<file path="config.mk">
export PLATFORM = sky130hd
export DESIGN_NAME = axis_s_word_unpacker
export DESIGN_NICKNAME = d
export VERILOG_FILES = /design/src/rtl/axis_s_word_unpacker_pkg.sv /design/src/rtl/axis_s_word_unpacker.sv
export SDC_FILE = /design/constraint.sdc
export NUM_CORES = 1
export LEC_CHECK = 0
export BUFFER_PORTS_ARGS = -buffer_cell sky130_fd_sc_hd__buf_2
export CORE_UTILIZATION = 58
export DETAILED_ROUTE_END_ITERATION = 8
export PLACE_DENSITY = 0.85
export SETUP_SLACK_MARGIN = 0.02
export SYNTH_ARGS = -nofsm -noshare
export SYNTH_HDL_FRONTEND = slang
export SYNTH_SLANG_ARGS = --single-unit
</file>
<file path="constraint.sdc">
create_clock -name clk -period 5.75 [get_ports clk]
set_clock_uncertainty 0.2 [all_clocks]
set_input_delay 0 -clock clk [delete_from_list [all_inputs] [get_ports clk]]
set_output_delay 0 -clock clk [all_outputs]
set_load 0.005 [all_outputs]
</file>
<file path="src/rtl/axis_s_word_unpacker_pkg.sv">
// ---------------------------------------------------------------------------
// axis_s_word_unpacker_pkg
//   Shared definitions for the AXI-Stream ingress word unpacker:
//   - conv_mode_t      : external-to-internal precision conversion mode
//   - default widths   : top-level defaults for beat, external and internal words
//   - lane_count()     : number of external lanes carried in one beat
//   - conv_ext2int_p() : width-parametrised lane conversion
// ---------------------------------------------------------------------------
package axis_s_word_unpacker_pkg;

    typedef enum logic {
        CONV_FRAC_PAD = 1'b0,   // append zero fractional LSBs
        CONV_SIGN_EXT = 1'b1    // sign-extend to the left, integer-aligned
    } conv_mode_t;

    localparam int C_S_TDATA_WDT       = 32;
    localparam int C_EXT_DATA_WORD_WDT = 16;
    localparam int C_ARITH_WORD_LEN    = 24;

    // Widest word the conversion helper handles.
    localparam int C_CONV_MAX_WDT = 64;

    function automatic int lane_count(input int tdata_wdt, input int ext_wdt);
        return tdata_wdt / ext_wdt;
    endfunction

    // Converts the low ext_wdt bits of data into an int_wdt-bit word.
    // Operates on a fixed 64-bit container so callers of any width up to
    // C_CONV_MAX_WDT can share it; callers cast the result to their width.
    function automatic logic [C_CONV_MAX_WDT-1:0] conv_ext2int_p(
        input logic [C_CONV_MAX_WDT-1:0] data,
        input conv_mode_t                mode,
        input int                        ext_wdt,
        input int                        int_wdt
    );
        logic [C_CONV_MAX_WDT-1:0] ext_mask;
        logic [C_CONV_MAX_WDT-1:0] int_mask;
        logic [C_CONV_MAX_WDT-1:0] lane;
        logic [C_CONV_MAX_WDT-1:0] res;
        ext_mask = (ext_wdt >= C_CONV_MAX_WDT) ? '1 : ((64'd1 << ext_wdt) - 64'd1);
        int_mask = (int_wdt >= C_CONV_MAX_WDT) ? '1 : ((64'd1 << int_wdt) - 64'd1);
        lane     = data & ext_mask;
        if (int_wdt <= ext_wdt) begin
            res = lane;
        end else if (mode == CONV_FRAC_PAD) begin
            res = lane << (int_wdt - ext_wdt);
        end else if (((lane >> (ext_wdt - 1)) & 64'd1) != 64'd0) begin
            res = lane | ~ext_mask;
        end else begin
            res = lane;
        end
        return res & int_mask;
    endfunction

endpackage

</file>
<file path="src/rtl/axis_s_word_unpacker.sv">
// ---------------------------------------------------------------------------
// axis_s_word_unpacker
//   AXI-Stream slave ingress stage. Each accepted beat is split into
//   C_TDATA_WDT/C_EXT_WORD_WDT lanes; lanes with every byte kept are emitted
//   one per cycle in ascending lane order, converted to internal precision.
//   Partial lanes are dropped and flagged. Per-packet word counts are
//   reported on pkt_done/pkt_len.
//
// Ports
//   clk, rst_n             clock, asynchronous active-low reset
//   s_tdata/tkeep/tlast    incoming beat, byte qualifiers, packet end
//   s_tvalid/s_tready      slave handshake
//   m_data/m_last          converted word, last word of packet
//   m_valid/m_ready        master handshake
//   pkt_done/pkt_len       one-cycle pulse with saturating packet length
//   err_flags              sticky: [0] partial lane, [1] TLAST with no full lane
// ---------------------------------------------------------------------------
module axis_s_word_unpacker
    import axis_s_word_unpacker_pkg::*;
#(
    parameter int         C_TDATA_WDT    = C_S_TDATA_WDT,
    parameter int         C_EXT_WORD_WDT = C_EXT_DATA_WORD_WDT,
    parameter int         C_INT_WORD_WDT = C_ARITH_WORD_LEN,
    parameter conv_mode_t C_CONV_MODE    = CONV_FRAC_PAD,
    parameter int         C_CNT_WDT      = 16
) (
    input  logic                      clk,
    input  logic                      rst_n,
    input  logic [C_TDATA_WDT-1:0]    s_tdata,
    input  logic [C_TDATA_WDT/8-1:0]  s_tkeep,
    input  logic                      s_tlast,
    input  logic                      s_tvalid,
    output logic                      s_tready,
    output logic [C_INT_WORD_WDT-1:0] m_data,
    output logic                      m_last,
    output logic                      m_valid,
    input  logic                      m_ready,
    output logic                      pkt_done,
    output logic [C_CNT_WDT-1:0]      pkt_len,
    output logic [1:0]                err_flags
);

    localparam int N_LANES    = lane_count(C_TDATA_WDT, C_EXT_WORD_WDT);
    localparam int LANE_BYTES = C_EXT_WORD_WDT / 8;

    localparam logic [0:0] ST_IDLE = 1'b0;
    localparam logic [0:0] ST_EMIT = 1'b1;

    localparam logic [N_LANES-1:0]   LANE_ONE = N_LANES'(1);
    localparam logic [C_CNT_WDT-1:0] CNT_ONE  = C_CNT_WDT'(1);
    localparam logic [C_CNT_WDT-1:0] CNT_MAX  = '1;

    logic [0:0]             state_q,     state_d;
    logic [C_TDATA_WDT-1:0] hold_data_q, hold_data_d;
    logic                   hold_last_q, hold_last_d;
    logic [N_LANES-1:0]     mask_q,      mask_d;
    logic [C_CNT_WDT-1:0]   cnt_q,       cnt_d;
    logic [C_CNT_WDT-1:0]   pkt_len_q,   pkt_len_d;
    logic                   pkt_done_q,  pkt_done_d;
    logic [1:0]             err_q,       err_d;
    // Holds s_tready low until the first clock after reset release.
    logic                   rdy_en_q;

    logic [N_LANES-1:0]        beat_full;
    logic [N_LANES-1:0]        beat_partial;
    logic [C_INT_WORD_WDT-1:0] lane_conv [N_LANES];

    genvar gi;
    generate
        for (gi = 0; gi < N_LANES; gi++) begin : g_lane
            logic [LANE_BYTES-1:0] keep_lane;
            assign keep_lane         = s_tkeep[gi*LANE_BYTES +: LANE_BYTES];
            assign beat_full[gi]     = &keep_lane;
            assign beat_partial[gi]  = (|keep_lane) && !(&keep_lane);
            assign lane_conv[gi]     = C_INT_WORD_WDT'(conv_ext2int_p(
                64'(hold_data_q[gi*C_EXT_WORD_WDT +: C_EXT_WORD_WDT]),
                C_CONV_MODE, C_EXT_WORD_WDT, C_INT_WORD_WDT));
        end
    endgenerate

    logic [N_LANES-1:0]        lane_sel;
    logic                      last_lane;
    logic                      m_hs;
    logic                      s_hs;
    logic                      s_tready_int;
    logic [C_INT_WORD_WDT-1:0] m_data_sel;
    logic [C_CNT_WDT-1:0]      cnt_inc;

    // Isolate the lowest remaining lane as a one-hot select.
    assign lane_sel  = mask_q & (~mask_q + LANE_ONE);
    // Remaining mask only ever holds full lanes, so the current lane is the
    // highest full lane exactly when it is the only one left.
    assign last_lane = (mask_q == lane_sel) && (mask_q != '0);

    assign m_valid      = (state_q == ST_EMIT);
    assign m_last       = m_valid && hold_last_q && last_lane;
    assign m_hs         = m_valid && m_ready;
    // Accept a new beat while idle, or in the same cycle the final lane of
    // the held beat leaves, so back-to-back beats flow without a bubble.
    assign s_tready_int = rdy_en_q && ((state_q == ST_IDLE) || (m_ready && last_lane));
    assign s_hs         = s_tvalid && s_tready_int;
    assign cnt_inc      = (cnt_q == CNT_MAX) ? cnt_q : cnt_q + CNT_ONE;

    always_comb begin
        m_data_sel = '0;
        for (int k = 0; k < N_LANES; k++) begin
            if (lane_sel[k]) begin
                m_data_sel = m_data_sel | lane_conv[k];
            end
        end
    end

    always_comb begin
        state_d     = state_q;
        hold_data_d = hold_data_q;
        hold_last_d = hold_last_q;
        mask_d      = mask_q;
        cnt_d       = cnt_q;
        pkt_len_d   = pkt_len_q;
        pkt_done_d  = 1'b0;
        err_d       = err_q;

        if (m_hs) begin
            mask_d = mask_q & ~lane_sel;
            cnt_d  = cnt_inc;
            if (m_last) begin
                pkt_len_d  = cnt_inc;
                pkt_done_d = 1'b1;
                cnt_d      = '0;
            end
            if (last_lane) begin
                state_d = ST_IDLE;
            end
        end

        if (s_hs) begin
            if (|beat_partial) begin
                err_d[0] = 1'b1;
            end
            if (|beat_full) begin
                state_d     = ST_EMIT;
                hold_data_d = s_tdata;
                hold_last_d = s_tlast;
                mask_d      = beat_full;
            end else if (s_tlast) begin
                err_d[1] = 1'b1;
                // If an m_last handshake already claimed this cycle's pulse,
                // that packet's report takes precedence over the empty one.
                if (!pkt_done_d) begin
                    pkt_len_d  = cnt_d;
                    pkt_done_d = 1'b1;
                    cnt_d      = '0;
                end
            end
        end
    end

    always_ff @(posedge clk or negedge rst_n) begin
        if (!rst_n) begin
            state_q     <= ST_IDLE;
            hold_data_q <= '0;
            hold_last_q <= 1'b0;
            mask_q      <= '0;
            cnt_q       <= '0;
            pkt_len_q   <= '0;
            pkt_done_q  <= 1'b0;
            err_q       <= '0;
            rdy_en_q    <= 1'b0;
        end else begin
            state_q     <= state_d;
            hold_data_q <= hold_data_d;
            hold_last_q <= hold_last_d;
            mask_q      <= mask_d;
            cnt_q       <= cnt_d;
            pkt_len_q   <= pkt_len_d;
            pkt_done_q  <= pkt_done_d;
            err_q       <= err_d;
            rdy_en_q    <= 1'b1;
        end
    end

    assign s_tready  = s_tready_int;
    assign m_data    = m_data_sel;
    assign pkt_done  = pkt_done_q;
    assign pkt_len   = pkt_len_q;
    assign err_flags = err_q;

endmodule

</file>
==> results of run 1 <==
-- path summary, 6_finish.rpt --
kind                                    from  depth (start not counted)  slack [ns]            to
worst max-delay path               mask_q[0]                          8        2.45    pkt_len[9]
worst min-delay path                s_tvalid                          4        0.04     mask_q[0]
worst max register to register     mask_q[0]                          8        2.45    pkt_len[9]
worst min register to register  err_flags[1]                          1        0.27  err_flags[1]
max in group asynchronous              rst_n                          3        4.57    pkt_len[1]
min in group asynchronous              rst_n                          3        0.17  err_flags[1]
-- report_power, final --
group          leakage (nW)  switching, mW  internal (mW)
Combinational          1.15          0.293          0.291
Sequential            0.912          0.139          0.663
Clock                 0.113          0.207          0.258
-- routing by layer --
layer	vias to the layer above	wire length [um]	part of all wire	track usage
met1	1693	4280	0.39	0.423
met2	193	5460	0.50	0.566
met4	0	354	0.033	0.159
met5	-	0	0	0
li1	1535	-	-	-
met3	30	763	0.070	0.0670
-- registers in the layout (all words and copies together), names as in the netlist --
signal       flops
m_valid          1
pkt_done         1
mask_q           2
rdy_en_q         1
pkt_len         16
hold_last_q      1
cnt_q           16
err_flags        2
hold_data_q     32
-- cell families after synthesis --
kind of cell               synth area share
xor gates and xnor gates             0.0139
and+or+nand+nor                       0.160
other                               0.00199
AOI/OAI and AO/OA                     0.170
DFF                                   0.478
buffers and inverters                0.0534
adders and majority gates            0.0166
muxes                                 0.106
-- worst max-delay path, delay by kind of cell (launching register included) --
| family | cells | cell delay (ns) |
|---|---|---|
| AOI/OAI and AO/OA | 3 | 0.68 |
| buffers and inverters | 2 | 0.28 |
| adders and majority gates | 1 | 0.36 |
| and+or+nand+nor | 2 | 0.86 |
| DFF | 1 | 0.79 |
-- area by class of cell --
class	instances	area, sq um	share of cell area
sequential	72	1800	0.379
multi-input combinational	256	1800	0.378
timing repair buffer	122	823	0.173
clock buffer	10	138	0.0289
tap	77	96.3	0.0203
clock inverter	6	90.1	0.0189
inverter	3	11.3	0.00237
-- repair_timing --
action / CTS / global route
endpoints found under the hold margin: 108 / 0
resized for setup: 0 / 0
setup buffers: 0 / 0
hold buffers: 41 / 0
-- synthesized netlist by cell type (5+ instances only) --
master    count  area [sq um]
a211oi_1      9          67.6
a21oi_1       6          30.0
a22o_1       16           140
a31oi_1       8          50.1
and2_1        5          31.3
buf_2         9          45.0
buf_4         9          67.6
clkbuf_1     14          52.6
dfrtp_1      72          1800
ha_1          5          62.6
mux2_2       33           372
nand2_1      26          97.6
nand2b_1      5          31.3
nand3_1      16          80.1
nand4_1       6          37.5
nor2_1       22          82.6
nor3_1        8          40.0
o211ai_1      5          37.5
o21ai_0      14          70.1
o221ai_1      6          52.6
-- stage by stage --
| step | cell area [sq um] | util | power, mW |
|---|---|---|---|
| 2_1_floorplan | 3800 | - | 1.11 |
| 3_3_place_gp | 4120 | 0.652 | 1.27 |
| 3_5_place_dp | 4120 | 0.652 | 1.30 |
| 4_1_cts | 4760 | 0.753 | 1.80 |
| 5_1_grt | 4760 | 0.753 | 1.93 |
| 6_report | 4760 | 0.753 | 1.85 |
==> run_results.csv, run 1 <==
group,metric,value,unit
route,vias,3451,
route,wirelength,10.9,mm
placed_design,hpwl,5.96,mm
synth,ys_dominant_reg_cell,"dfrtp_1",
grt,grt_overflow,0,
setup_path,required,5.79,ns
route,drc_errors,0,
synth,synth_cells,360,
timing,setup_violations,0,
power_and_ir_drop,power_density,389,mW/mm^2
clock_tree,cts_buffers,9,
route,first_pass_iters,5,
setup_path,cp_common_cell,"inv_1",
setup_path,arrival,3.34,ns
run,maxCapViolCount,0,
grt,grt_pass1_wl,16.9,mm
setup_path,path_max_fanout,19,
worst_hold_path,hold_path_class,"in -> reg",
die,core_area,0.00631,sq mm
setup_path,worstSetupStartpointType,"flip-flop",
synth,synth-seq-area-share,0.478,
die,dieArea,0.00683,sq mm
layout,fillers,396,
synth,async_flop_share,1.00,
clock_tree,cts_tree,"done",
timing,setup_tns,0,ns
power_and_ir_drop,vdd_drop_max,0.000334,V
clock_tree,h-tree-depth,3,
layout,mostFrequentLayoutCell,"buf_2",
timing,rsz0062_at_grt,"false",
synth,synth_area,0.00377,sq mm
layout,fin_nets,510,
clock_tree,cts_max_path_buffers,2,
die,rows,29,
setup_path,cpMaxStageDelayCell,"dfrtp_1",
route,routed_via_density,6.32,
setup_path,crit_chain,"inv_1 -> ha_1 -> nor2b_1 -> o211a_1 -> nor2_1 -> inv_1 -> o2bb2ai_1 -> a211oi_1",
setup_path,critical_path_class,"reg -> reg",
timing,slew-limit-headroom,0.392,
placed_design,dp.cells,489,
synth,synth_seq_cells,72,
layout,mostFrequentLayoutCells,"buf_2, dfrtp_1, dlygate4sd3_1",
setup_path,endpoint_kind,"flip-flop",
timing,period_minus_slack,3.30,ns
setup_path,cpPeakStageDelay,0.79,ns
timing,finalWorstSetupSlack,2.45,ns
synth,synth_area_per_cell,10.5,sq um
synth,synth_enable_flop_cells,0,
placed_design,port_buffers,78,
grt,grt_max_degree,73,
clock_tree,root_buffer,"clkbuf_8",
layout,diodes,0,
grt,grtUsageTotal,0.340,
die,num_io_pins,87,
synth,yosysWarnings,0,
clock_tree,clk_pin_slew,0.08,ns
placed_design,gp_congestion,0.883,
route,ant_nets,0,
grt,antenna_found_initial,0,
placed_design,dp_slack,2.51,ns
power_and_ir_drop,power.leakage,2.18,nW
timing,whs,0.0444,ns
grt,grt_pass1_vias,3291,
die,start_util,0.598,
die,die_height,82.6,um
outcome,status,"finished, final reports clean",
timing,worst_pin_slew,0.912,ns
timing,fmax,303,MHz
synth,synthDistinctLibCells,59,
route,wl_per_cell,19.9,um
layout,area_growth,26.1,%
clock_tree,clkLatencyLatePin,0.36,ns
clock_tree,numClockSinks,72,
route,drt_iter0_drc,290,
layout,drive_above_1_share,0.292,
timing,period_share,0.574,
die,dieWidth,82.6,um
timing,finalHoldViolCount,0,
timing,maxSlewViolCount,0,
layout,stdcell_count,546,
Power figures use the tool's default switching activity.
==> run 2: changes to the inputs <==
--- a/config.mk
+++ b/config.mk
@@ -6,9 +6,9 @@
 export NUM_CORES = 1
 export LEC_CHECK = 0
 export BUFFER_PORTS_ARGS = -buffer_cell sky130_fd_sc_hd__buf_2
-export CORE_UTILIZATION = 58
+export CORE_UTILIZATION = 54
 export DETAILED_ROUTE_END_ITERATION = 8
-export PLACE_DENSITY = 0.85
+export PLACE_DENSITY = 0.8
 export SETUP_SLACK_MARGIN = 0.02
 export SYNTH_ARGS = -nofsm -noshare
 export SYNTH_HDL_FRONTEND = slang
==> constraint.sdc (replaced) <==
create_clock -name clk -period 3.2 [get_ports clk]
set_clock_uncertainty 0.2 [all_clocks]
set_input_delay 0 -clock clk [delete_from_list [all_inputs] [get_ports clk]]
set_output_delay 0 -clock clk [all_outputs]
set_load 0.005 [all_outputs]
==> run 2 against run 1 <==
Effect of this change:
- die area rose by 7.2%
- highest routed layer unchanged
- largest power group unchanged
- first-iteration DRC count down 15%
- register-to-register slack worse by 2.0 ns
==> run_results.csv, run 2 (synthesis gave the netlist of run 1 again) <==
group,metric,value,unit
outcome,status,"finished, final reports clean",
timing,worst_pin_slew,1.02,ns
power_and_ir_drop,power.leakage,2.20,nW
route,ant_nets,0,
worst_hold_path,hold_path_class,"in -> async",
grt,antenna_found_initial,0,
setup_path,required,3.23,ns
clock_tree,hold_buffers,39,
die,rows,30,
route,first_pass_iters,6,
layout,largest_reg_flops,32,
setup_path,r2r_slack,0.50,ns
layout,register_area,0.00180,sq mm
setup_path,path_max_fanout,15,
power_and_ir_drop,p_total,3.29,mW
route,wirelength,10.5,mm
grt,grt_overflow,0,
placed_design,port_buffers,78,
setup_path,arrival,2.74,ns
timing,period_minus_slack,2.70,ns
route,drc_errors,0,
grt,grt_max_degree,35,
timing,finalHoldViolCount,0,
layout,multi_input_area,0.00180,sq mm
clock_tree,cts_max_path_buffers,2,
run,maxCapViolCount,0,
layout,drive_above_1_share,0.304,
timing,maxSlewViolCount,0,
grt,grtUsageTotal,0.300,
clock_tree,h-tree-depth,3,
grt,grt_pass1_wl,17.0,mm
die,dieArea,0.00732,sq mm
layout,fillers,456,
setup_path,endpoint_kind,"flip-flop",
die,start_util,0.558,
clock_tree,clkLatencyLatePin,0.35,ns
setup_path,critPathLaunch,"mask_q[1]",
setup_path,r2r-end,"pkt_len[9]",
setup_path,crit_path_end,"pkt_len[9]",
timing,fmax,370,MHz
setup_path,reg2reg_from,"mask_q[1]",
route,drt_iter0_drc,246,
layout,mostFrequentLayoutCell,"buf_2",
clock_tree,cts_setup_buffers,0,
clock_tree,clk_pin_slew,0.09,ns
die,dieWidth,85.6,um
placed_design,gp_congestion,0.956,
die,die_height,85.6,um
die,num_io_pins,87,
setup_path,worstSetupStartpointType,"flip-flop",
route,wl_per_cell,18.9,um
clock_tree,cts_tree,"done",
timing,rsz0062_at_grt,"false",
grt,grt_pass1_vias,3410,
clock_tree,numClockSinks,72,
route,vias,3433,
placed_design,hpwl,6.02,mm
timing,setup_tns,0,ns
layout,fin_nets,515,
timing,setup_violations,0,
layout,regMostFlops,"hold_data_q",
clock_tree,cts_buffers,9,
setup_path,reg2reg_depth,7,
timing,period_share,0.845,
power_and_ir_drop,vdd_drop_max,0.000473,V
route,routed_via_density,6.20,
clock_tree,root_buffer,"clkbuf_8",
timing,slew-limit-headroom,0.318,
clock_tree,cts_resized,0,
die,core_area,0.00676,sq mm
layout,diodes,0,
layout,mostFrequentLayoutCells,"buf_2, dfrtp_1, dlygate4sd3_1",
power_and_ir_drop,power_density,687,mW/mm^2
setup_path,critical_path_class,"reg -> reg",
layout,area_growth,27.0,%
run 2: cell count changes in the layout (fill, tap and decap cells not counted):
cell           change
dlygate4sd3_1      -2
buf_4              +7
clkinv_2           -1
inv_6              -1
clkinvlp_4         +1
clkbuf_8           -1
inv_8              +1
clkinv_4           +1
run 2: how the worst min path moves through the flow:
stage / startpoint / to / slack, ns / cells past startpoint
floorplan: rst_n / cnt_q[0] / -0.50 / 0
global placement: rst_n / cnt_q[9] / -0.13 / 1
detailed placement: rst_n / pkt_done / -0.13 / 1
CTS: rst_n / rdy_en_q / 0.04 / 2
global route: rst_n / cnt_q[9] / 0.09 / 2
finish: rst_n / rdy_en_q / 0.04 / 2
run 2: power breakdown:
| group | switching [mW] | leakage (nW) | total (mW) | internal, mW |
|---|---|---|---|---|
| logic | 0.536 | 1.18 | 1.07 | 0.535 |
| clock network | 0.380 | 0.108 | 0.829 | 0.448 |
| registers | 0.199 | 0.912 | 1.39 | 1.19 |
| total | 1.12 | 2.20 | 3.29 | 2.17 |
run 2: cell type report:
cell class / instances / area share
flip-flops and latches: 72 / 0.376
clock inverters: 7 / 0.0217
inverters: 3 / 0.00235
multi-input cells: 256 / 0.375
repair buffers: 127 / 0.179
clock buffers: 9 / 0.0258
well taps: 80 / 0.0209
run 2: stage by stage:
stage	utilization	cell area (sq um)	instances	hold slack (ns)	worst slack, ns
after floorplan	-	3800	367	-0.496	0.365
after global placement	0.618	4170	499	-0.127	0.672
after detailed placement	0.618	4170	499	-0.129	0.563
after CTS	0.709	4790	554	0.0376	0.534
after global routing	0.709	4790	554	0.0890	0.233
final	0.709	4790	554	0.0372	0.495
run 2: per-layer routing:
metal  routed length (um)  vias up  share of wire  global-route usage
met5                    0        -              0                   0
met1                 4160     1685           0.40               0.372
met2                 5320      169           0.51               0.506
met3                  737       37          0.070              0.0789
li1                     -     1542              -                   -
met4                  250        0          0.024               0.109
run 2: worst max-delay path, stage by stage, from the launching register on:
cell       delay, ns
dfrtp_1         0.40
ha_1            0.33
nand2b_1        0.24
nor2_1          0.16
nor2_1          0.79
inv_1           0.20
o2bb2ai_1       0.19
a211oi_1        0.06
